`src/rtl/shared_byte_pkg.sv`:
```
// Shared types and the round-robin pick function for the byte arbiter family.
// rr_pick works on a maximum-width request vector so every variant can reuse it.
package shared_byte_pkg;

    typedef enum logic {
        EMPTY = 1'b0,
        FULL  = 1'b1
    } arb_state_e;

    localparam int DATA_W_DEF = 8;
    localparam int MAX_PROD   = 8;
    localparam int MAX_ID_W   = 3;

    typedef struct packed {
        logic                found;
        logic [MAX_ID_W-1:0] idx;
    } rr_pick_t;

    // First set request searching cyclically from last+1; only the low num bits are live.
    function automatic rr_pick_t rr_pick(
        input logic [MAX_PROD-1:0] req,
        input logic [MAX_ID_W-1:0] last,
        input int                  num
    );
        rr_pick_t            res;
        logic [MAX_ID_W-1:0] cand;
        res = '0;
        for (int k = 1; k <= MAX_PROD; k++) begin
            if (k <= num) begin
                cand = MAX_ID_W'((int'(last) + k) % num);
                if (!res.found && req[cand]) begin
                    res.found = 1'b1;
                    res.idx   = cand;
                end
            end
        end
        return res;
    endfunction

endpackage

```
`src/rtl/rr_select.sv`:
```
// Combinational rotate-priority picker: the first request after 'last' wins.
// Kept separate so multi-consumer variants can instantiate several of them.
module rr_select
    import shared_byte_pkg::*;
#(
    parameter  int NUM_PROD = 3,
    localparam int ID_W     = $clog2(NUM_PROD)
) (
    input  logic [NUM_PROD-1:0] req,
    input  logic [ID_W-1:0]     last,
    output logic                found,
    output logic [ID_W-1:0]     idx
);

    logic [MAX_PROD-1:0] req_ext;
    logic [MAX_ID_W-1:0] last_ext;
    rr_pick_t            pick;
    logic                pick_unused;

    always_comb begin
        req_ext                = '0;
        req_ext[NUM_PROD-1:0]  = req;
        last_ext               = '0;
        last_ext[ID_W-1:0]     = last;
        pick                   = rr_pick(req_ext, last_ext, NUM_PROD);
        found                  = pick.found;
        idx                    = pick.idx[ID_W-1:0];
    end

    // Upper index bits are always zero when NUM_PROD is below the maximum.
    assign pick_unused = ^pick.idx;

endmodule

```
`src/rtl/shared_byte_arbiter.sv`:
```
// Shares one byte channel between NUM_PROD req/ack producers and one valid/ready consumer.
// A single output register is refilled on the same edge the consumer drains it.
module shared_byte_arbiter
    import shared_byte_pkg::*;
#(
    parameter  int NUM_PROD = 3,
    parameter  int DATA_W   = DATA_W_DEF,
    localparam int ID_W     = $clog2(NUM_PROD)
) (
    input  logic                       clk,
    input  logic                       reset_n,
    input  logic [NUM_PROD-1:0]        prod_req,
    input  logic [NUM_PROD*DATA_W-1:0] prod_data,
    output logic [NUM_PROD-1:0]        prod_ack,
    output logic                       cons_valid,
    output logic [DATA_W-1:0]          cons_data,
    input  logic                       cons_ready,
    output logic [ID_W-1:0]            grant_id,
    output logic                       busy
);

    arb_state_e          state_q, state_d;
    logic [ID_W-1:0]     last_q, last_d;
    logic [DATA_W-1:0]   cons_data_q, cons_data_d;
    logic [ID_W-1:0]     grant_id_q, grant_id_d;
    logic                cons_valid_q, cons_valid_d;
    logic [NUM_PROD-1:0] prod_ack_q, prod_ack_d;

    logic [NUM_PROD-1:0] eligible;
    logic                win_found;
    logic [ID_W-1:0]     win_idx;
    logic                capture;

    // A producer is masked while its ack is high so its still-raised request is not taken twice.
    assign eligible = prod_req & ~prod_ack_q;

    rr_select #(
        .NUM_PROD (NUM_PROD)
    ) u_rr_select (
        .req   (eligible),
        .last  (last_q),
        .found (win_found),
        .idx   (win_idx)
    );

    assign capture = win_found && ((state_q == EMPTY) || cons_ready);

    always_comb begin
        state_d      = state_q;
        last_d       = last_q;
        cons_data_d  = cons_data_q;
        grant_id_d   = grant_id_q;
        cons_valid_d = cons_valid_q;
        prod_ack_d   = '0;
        if (capture) begin
            cons_data_d         = prod_data[int'(win_idx)*DATA_W +: DATA_W];
            grant_id_d          = win_idx;
            last_d              = win_idx;
            cons_valid_d        = 1'b1;
            state_d             = FULL;
            prod_ack_d[win_idx] = 1'b1;
        end else if ((state_q == FULL) && cons_ready) begin
            cons_valid_d = 1'b0;
            state_d      = EMPTY;
        end
    end

    // Pointer resets to the top index so producer 0 wins the first arbitration.
    always_ff @(posedge clk or negedge reset_n) begin
        if (!reset_n) begin
            state_q      <= EMPTY;
            last_q       <= ID_W'(NUM_PROD - 1);
            cons_data_q  <= '0;
            grant_id_q   <= '0;
            cons_valid_q <= 1'b0;
            prod_ack_q   <= '0;
        end else begin
            state_q      <= state_d;
            last_q       <= last_d;
            cons_data_q  <= cons_data_d;
            grant_id_q   <= grant_id_d;
            cons_valid_q <= cons_valid_d;
            prod_ack_q   <= prod_ack_d;
        end
    end

    assign prod_ack   = prod_ack_q;
    assign cons_valid = cons_valid_q;
    assign cons_data  = cons_data_q;
    assign grant_id   = grant_id_q;
    assign busy       = cons_valid_q | (|eligible);

endmodule

```
`config.mk`:
```
export PLATFORM = sky130hd
export DESIGN_NAME = shared_byte_arbiter
export DESIGN_NICKNAME = d
export VERILOG_FILES = /design/src/rtl/shared_byte_pkg.sv /design/src/rtl/rr_select.sv /design/src/rtl/shared_byte_arbiter.sv
export SDC_FILE = /design/constraint.sdc
export NUM_CORES = 1
export LEC_CHECK = 0
export ABC_AREA = 1
export CAP_MARGIN = 20
export CORE_ASPECT_RATIO = 2
export CORE_MARGIN = 2
export CORE_UTILIZATION = 48
export CTS_CLUSTER_SIZE = 10
export DETAILED_ROUTE_END_ITERATION = 16
export PLACE_DENSITY = 0.91
export SYNTH_ARGS = -nofsm -noshare
export SYNTH_HDL_FRONTEND = slang
export SYNTH_SLANG_ARGS = --single-unit
```
`constraint.sdc`:
```
create_clock -name clk -period 6.08 [get_ports clk]
set_input_delay 0.912 -clock clk [delete_from_list [all_inputs] [get_ports clk]]
set_output_delay 0.912 -clock clk [all_outputs]
set_load 0.1 [all_outputs]
```
Yosys cells after proc, flatten, opt, wreduce, memory -nomap -nowiden. Index checks and enable logic that the tools add are counted.

Flip-flop bits (word level): 16. Bits of input ports: 30. Word-level logic and storage cells: 45.

Bitwise logic cells: 4. Muxes and demuxes: 14. Reductions and logical operators: 10. $lt $le $gt $ge: 5. Add/subtract/negate cells: 3. Shift-type cells: 1. Divide/modulo/power cells: 3.

Operators by type and width (number): $mod 32x3->32 const B (3); $shiftx 24x6->8 (1); $lt 3x4->1 const B (3); $mux 4 (3); $bmux 1 s3 (3); $add 2x2->3 const B (2); $mux 1 (6); $logic_and 1x1->1 (5); $add 2x1->3 const B (1); $and 3x3->3 (1); $lt 2x3->1 const B (1); $mux 3 (1); $not 3->3 (1); $reduce_or 3->1 (1); $demux 1 s2 (1); $ge 2x1->1 const B (1); $logic_not 1->1 (2); $reduce_bool 2->1 (1); $logic_or 1x1->1 (1); $not 1->1 (1); $or 1x1->1 (1).

Depth between registers and ports, before layout. Gate-level depths: netlist of the first run.

Word-level depth: 16. Depth in mapped cells: 15. Depth with buffers taken out: 15.

Modules after synthesis. Synthesis of the first run repeated with hierarchy kept, for this count alone.

Cells, all modules: 165. Area, all modules: 1101.1 um^2.

Modules (own cells, without submodules): shared_byte_arbiter (times used 1, seq. area each 376.6 um^2, area each 802.0 um^2, cells an instance 112); rr_select (times used 1, seq. area each 0.0 um^2, area each 299.0 um^2, cells an instance 53).

Worst setup path after synthesis of the first run. Ideal clock, no wire load.

Path kind: reg2out. Start point: reg prod_ack_q[2] (netlist: prod_ack[2]). End point: out busy. Data arrival time: 1.944 ns. Buffers on the path: 0. Setup slack: 3.224 ns. Cell stages (with the launch flop): 4. Cells stage by stage: dfrtp_1 inv_1 nand2_1 nand3_1.

Word-level cells in the longest chain between the ends: 4.

Ends and longest elaborated chain: from (decl) (RTL line shared_byte_arbiter.sv:27) `logic [NUM_PROD-1:0] prod_ack_q, prod_ack_d;`; from (signal assigned) (RTL line shared_byte_arbiter.sv:83) `prod_ack_q <= prod_ack_d;`; $not 3->3 (RTL line shared_byte_arbiter.sv:35) `assign eligible = prod_req & ~prod_ack_q;`; $and 3x3->3 (RTL line shared_byte_arbiter.sv:35); $reduce_or 3->1 (RTL line shared_byte_arbiter.sv:91) `assign busy = cons_valid_q | (|eligible);`; $or 1x1->1 (RTL line shared_byte_arbiter.sv:91); to (decl) (RTL line shared_byte_arbiter.sv:19) `output logic busy`.

No other way between the ends.

Worst setup path after layout of the first run.
Start point: in prod_req[1]. End point: out busy.

Word-level cells in the longest chain between the ends: 3.

Ends and longest elaborated chain: from (decl) (RTL line shared_byte_arbiter.sv:12) `input logic [NUM_PROD-1:0] prod_req,`; $and 3x3->3 (RTL line shared_byte_arbiter.sv:35); $reduce_or 3->1 (RTL line shared_byte_arbiter.sv:91); $or 1x1->1 (RTL line shared_byte_arbiter.sv:91).

No other way between the ends.

==> summary.txt, run 1 <==
Final HPWL DP: 2511 um
relative max-transition margin: 0.3419
Synth-to-Final Area Change: 39.70%
final worst path period need: 3732 ps
crit path cell chain: clkdlybuf4s50_1 > inv_1 > nor2_1 > nor2_1 > nand3_1 > clkdlybuf4s50_1
largest net degree at the start of global routing: 16
Synth Warn #: 0
endpoint of the worst hold path: cons_data[6]$_DFFE_PN0P_
Die Span X: 40.10 um
Core Rows: 26
critical path startpoint category: input pin
final slew viol count: 0
Setup Fix Bufs, Post-CTS: 0
ANT cells: 0
initial antenna violation count: 0
post-synthesis sequential area ratio: 0.3010
Least-Margin Pin Slew: 984.0 ps
unrepaired setup endpoints after global routing: no
Worst R2R Start: last_q[1]$_DFFE_PN1P_
DR iter-0 viols: 26
H-tree depth: 1
syn_area_per_cell: 7.820 um^2
Synth area leaders: dfrtp_1 (28%), inv_1 (8.1%), nand3_1 (8.0%), nand2_1 (7.8%), nand3_2 (7.2%)
Worst Path Arrival: 2820 ps
cts hold-fix bufs: 0
top cell type's share of synthesized area: 0.2800
Pre-antenna DRT Iters: 4
total track usage: 0.2420
post-detailed-route wirelength per cell: 13.21 um
crit path buf inv count: 3
clk_lat worst skew: 260 ps
Worst Reg-to-Reg Cells: 13
clock sinks: 15
post-synth cell types: 24
DRC Markers: 0
die area: 3056 um^2
routability cong.: 0.7461
Ports: 45
Layout Skew: 3.634 ps
status: finished clean
Setup violations, final: 0
vias in the first global route: 1,284
die height: 76.20 um
FMAX: 267.9 MHz
Worst Hold Depth: 2
global-route wire length before repair: 5292 um
CTS Root Cell: clkbuf_8
Clock Path Buffers: 2
TritonCTS Buffers: 3
Crit. End Element: output pin
min-delay src: cons_data[6]$_DFFE_PN0P_
Remaining Overflow, GRT: 0
Vias: 1,228
CTS tree: done
CORE AREA: 2505 um^2
Sum Neg Setup Slack: 0 ps
antenna-violating nets left: 0
area leader, netlist: dfrtp_1
Worst Path Max Fanout: 3
max cap viols: 0
Net Count, Synth: 197
crit share post-route: 0.6139
total wire length: 3077 um
flops & latches, synth: 15
crit-path max cell delay: 1120 ps
Worst-path clk slew: 60 ps
Top delay family on crit path: buffers and inverters
RR Endpoint: cons_data[2]$_DFFE_PN0P_
Fin Hold WS: 495.5 ps
Mapped Area: 1251 um^2
Setup Crit Path Kind: input pin to output pin
nets@finish: 243
post_cts resized: 0
HP Class: flop to flop
R2R Setup Slk: 3700 ps
Syn Inst Count: 160
Initial Util: 0.4995
final hold violation count: 0
port bufs: 44
required time of the critical path: 5170 ps
layout cells sized above 1: 0.1951
CP Depth: 6
DR vias/cell: 5.270
CP max stage cell: clkdlybuf4s50_1
-- how the worst max path moves through the flow --
stage                          startpoint    to  slack, ps
global placement              prod_req[1]  busy       2370
global route                  prod_req[1]  busy       2280
CTS                           prod_req[1]  busy       2350
detailed placement            prod_req[1]  busy       2360
floorplan           prod_ack[2]$_DFF_PN0_  busy       3220
finish                        prod_req[1]  busy       2350
-- final cells by class --
| type | instances | area [um^2] |
|---|---|---|
| Multi-Input combinational cell | 112 | 733.2 |
| Inverter | 30 | 117.6 |
| Timing Repair Buffer | 44 | 440.4 |
| Sequential cell | 15 | 376.6 |
| Tap cell | 28 | 35.03 |
| Clock buffer | 4 | 45.04 |
| Fill cell | 202 | 757.0 |
-- cell usage after synthesis --
master and n:
a21oi_2 8, dfrtp_1 14, buf_2 1, o211ai_1 3, buf_4 1, nand4_2 1
nand2_1 26, nand3_1 20, nand2_2 3, nor2_2 3, nand4_4 1, inv_6 1
nand3_2 9, dfstp_2 1, inv_1 27, o21ai_0 2, ha_1 7, buf_6 1
nor2_4 2, nor2_1 13, a21oi_4 1, inv_2 2, a21oi_1 8, nand2_4 5
-- tightest hold or removal path, stage by stage (launching register included) --
cell	delay, ps
dfrtp_1	360
a21oi_2	50
nand2_1	50
-- metal layers --
layer,vias to the layer above,GRT usage,share of wire
met1,573,0.2457,0.33
met2,49,0.4323,0.59
met4,0,0.1207,0.032
li1,597,-,-
met5,-,0,0
met3,9,0.02624,0.046
-- layout by cell type, fill, tap and decap left out, types with 7 or more instances in the layout --
cell	count
clkdlybuf4s50_1	44
inv_1	27
nand2_1	26
nand3_1	20
dfrtp_1	14
nor2_1	13
nand3_2	9
a21oi_1	8
a21oi_2	8
ha_1	7
-- metrics by stage --
step | setup WS [ps] | util | instance area [um^2] | instances
after floorplan | 3224 | - | 1251 | 160
final | 2348 | 0.6978 | 1748 | 233
after CTS | 2349 | 0.6978 | 1748 | 233
after global routing | 2277 | 0.6978 | 1748 | 233
after detailed placement | 2359 | 0.6798 | 1703 | 229
after global placement | 2373 | 0.6798 | 1703 | 229
-- cells by family after synthesis --
kind of cell | after synthesis | share of synthesized area
AND/OR/NAND/NOR | 83 | 0.3890
buffers and inverters | 33 | 0.1130
adder cells (fa/ha/maj) | 7 | 0.07000
flip-flops | 15 | 0.3010
AO/OA/AOI/OAI | 22 | 0.1270
-- state kept, by name, indices dropped and copies added, names as in the netlist --
| register | count |
|---|---|
| cons_data | 8 |
| cons_valid | 1 |
| grant_id | 1 |
| last_q | 2 |
| prod_ack | 3 |
Power of run 1 is left out: the tool's default activity adds up to more than one toggle a clock period on the data nets, which glitch-free logic cannot reach.
==> inputs of run 2 (changes only) <==
CORE_UTILIZATION = 40   (was 48)
PLACE_DENSITY = 0.82   (was 0.91)
clock period = 3.3 ns   (was 6.08 ns; I/O delays follow)
==> summary.txt, run 2 (synthesis results as in run 1) <==
status: finished clean
Worst Reg-to-Reg Cells: 13
required time of the critical path: 3430 ps
ANT cells: 0
HP Class: flop to flop
post-route cell area: 1745 um^2
Initial Util: 0.4202
clock sinks: 15
min-delay src: cons_data[6]$_DFFE_PN0P_
total wire length: 2918 um
Clock Path Buffers: 2
most common cell type on the critical path: nand2_1
antenna-violating nets left: 0
Setup Crit Path Kind: flop to flop
Setup violations, final: 0
clk_lat worst skew: 240 ps
DR iter-0 viols: 28
Final HPWL DP: 2469 um
DR vias/cell: 5.034
CP max stage cell: dfstp_2
CTS tree: done
layout cells sized above 1: 0.2049
FMAX: 430.6 MHz
placed inst area: 1700 um^2
die height: 83.10 um
routability cong.: 0.9367
Vias: 1,183
met3 Use GR: 0.01087
Ports: 45
final slew viol count: 0
GR Util met1: 0.1767
crit share post-route: 0.7037
die area: 3618 um^2
final hold violation count: 0
Remaining Overflow, GRT: 0
Worst R2R Start: last_q[1]$_DFFE_PN1P_
Pre-antenna DRT Iters: 4
port bufs: 44
endpoint of the worst hold path: cons_data[6]$_DFFE_PN0P_
CTS Root Cell: clkbuf_8
Synth-to-Final Area Change: 39.50%
initial antenna violation count: 0
TritonCTS Buffers: 3
Worst Path Max Fanout: 9
Core Rows: 28
unrepaired setup endpoints after global routing: no
largest net degree at the start of global routing: 16
most frequent cells in the layout: clkdlybuf4s50_1 (42), inv_1 (27), nand2_1 (26), nand3_1 (20), dfrtp_1 (14)
Layout Skew: 2.679 ps
max FFs per register: 8
Worst-path clk slew: 60 ps
R2R Setup Slk: 980 ps
Die Span X: 43.55 um
critical path startpoint category: flop
DRC Markers: 0
Crit. End Element: flop
Sum Neg Setup Slack: 0 ps
commonest non-fill, non-tap cell in the layout: clkdlybuf4s50_1
cts hold-fix bufs: 0
RR Endpoint: cons_data[6]$_DFFE_PN0P_
vias in the first global route: 1,208
Setup Fix Bufs, Post-CTS: 0
crit-path max cell delay: 560 ps
Least-Margin Pin Slew: 972.3 ps
met2 Usage GRT: 0.3128
crit path cell chain: inv_1 > ha_1 > inv_1 > nand2_1 > nand2_1 > nor2_2 > nand3_1 > nand2_2 > nand2_4 > inv_6 > nor2_2 > a21oi_2 > nand2_1
worst setup path startpoint: last_q[1]$_DFFE_PN1P_
post-detailed-route wirelength per cell: 12.42 um
relative max-transition margin: 0.3497
GR peak layer: met2
max cap viols: 0
total track usage: 0.1703
global-route wire length before repair: 4905 um
H-tree depth: 1
Worst Hold Depth: 2
post_cts resized: 0
nets@finish: 243
Worst Path Arrival: 2460 ps
CORE AREA: 2978 um^2
final worst path period need: 2322 ps
-- run 2: layout make-up --
class / instances / area [um^2]
Clock buffer: 4 / 45.04
Fill cell: 254 / 1232
Inverter: 30 / 117.6
Multi-Input combinational cell: 112 / 733.2
Sequential cell: 15 / 376.6
Tap cell: 30 / 37.54
Timing Repair Buffer: 44 / 435.4
-- run 2: per-layer routing --
metal / vias to the layer above / share of wire
met5: - / 0
met4: 0 / 0.035
met3: 11 / 0.035
met2: 45 / 0.58
met1: 530 / 0.35
li1: 597 / -
-- run 2: worst max path at each step --
stage | to | depth (start not counted) | slack (ps)
2_1_floorplan | busy | 3 | 860
3_3_place_gp | cons_data[2]$_DFFE_PN0P_ | 10 | 980
3_5_place_dp | cons_data[2]$_DFFE_PN0P_ | 13 | 970
4_1_cts | cons_data[6]$_DFFE_PN0P_ | 13 | 960
5_1_grt | cons_data[2]$_DFFE_PN0P_ | 13 | 780
6_report | cons_data[6]$_DFFE_PN0P_ | 13 | 980
-- run 2: stage by stage --
step	setup slack (ps)	hold WS, ps	utilization	cells
2_1_floorplan	861.3	199.4	-	160
3_3_place_gp	984.0	481.9	0.5710	231
3_5_place_dp	966.1	490.2	0.5710	231
4_1_cts	962.9	505.2	0.5861	235
5_1_grt	775.0	534.9	0.5861	235
6_report	977.7	501.5	0.5861	235
-- run 2: critical path: cells and delay by family, from the launching register on --
family / cells / cell delay (ps)
buffers and inverters: 3 / 330
AOI/OAI and AO/OA: 1 / 90
adders and majority gates: 1 / 410
DFF: 1 / 560
and+or+nand+nor: 8 / 810
Power of run 2 is left out for the same reason.
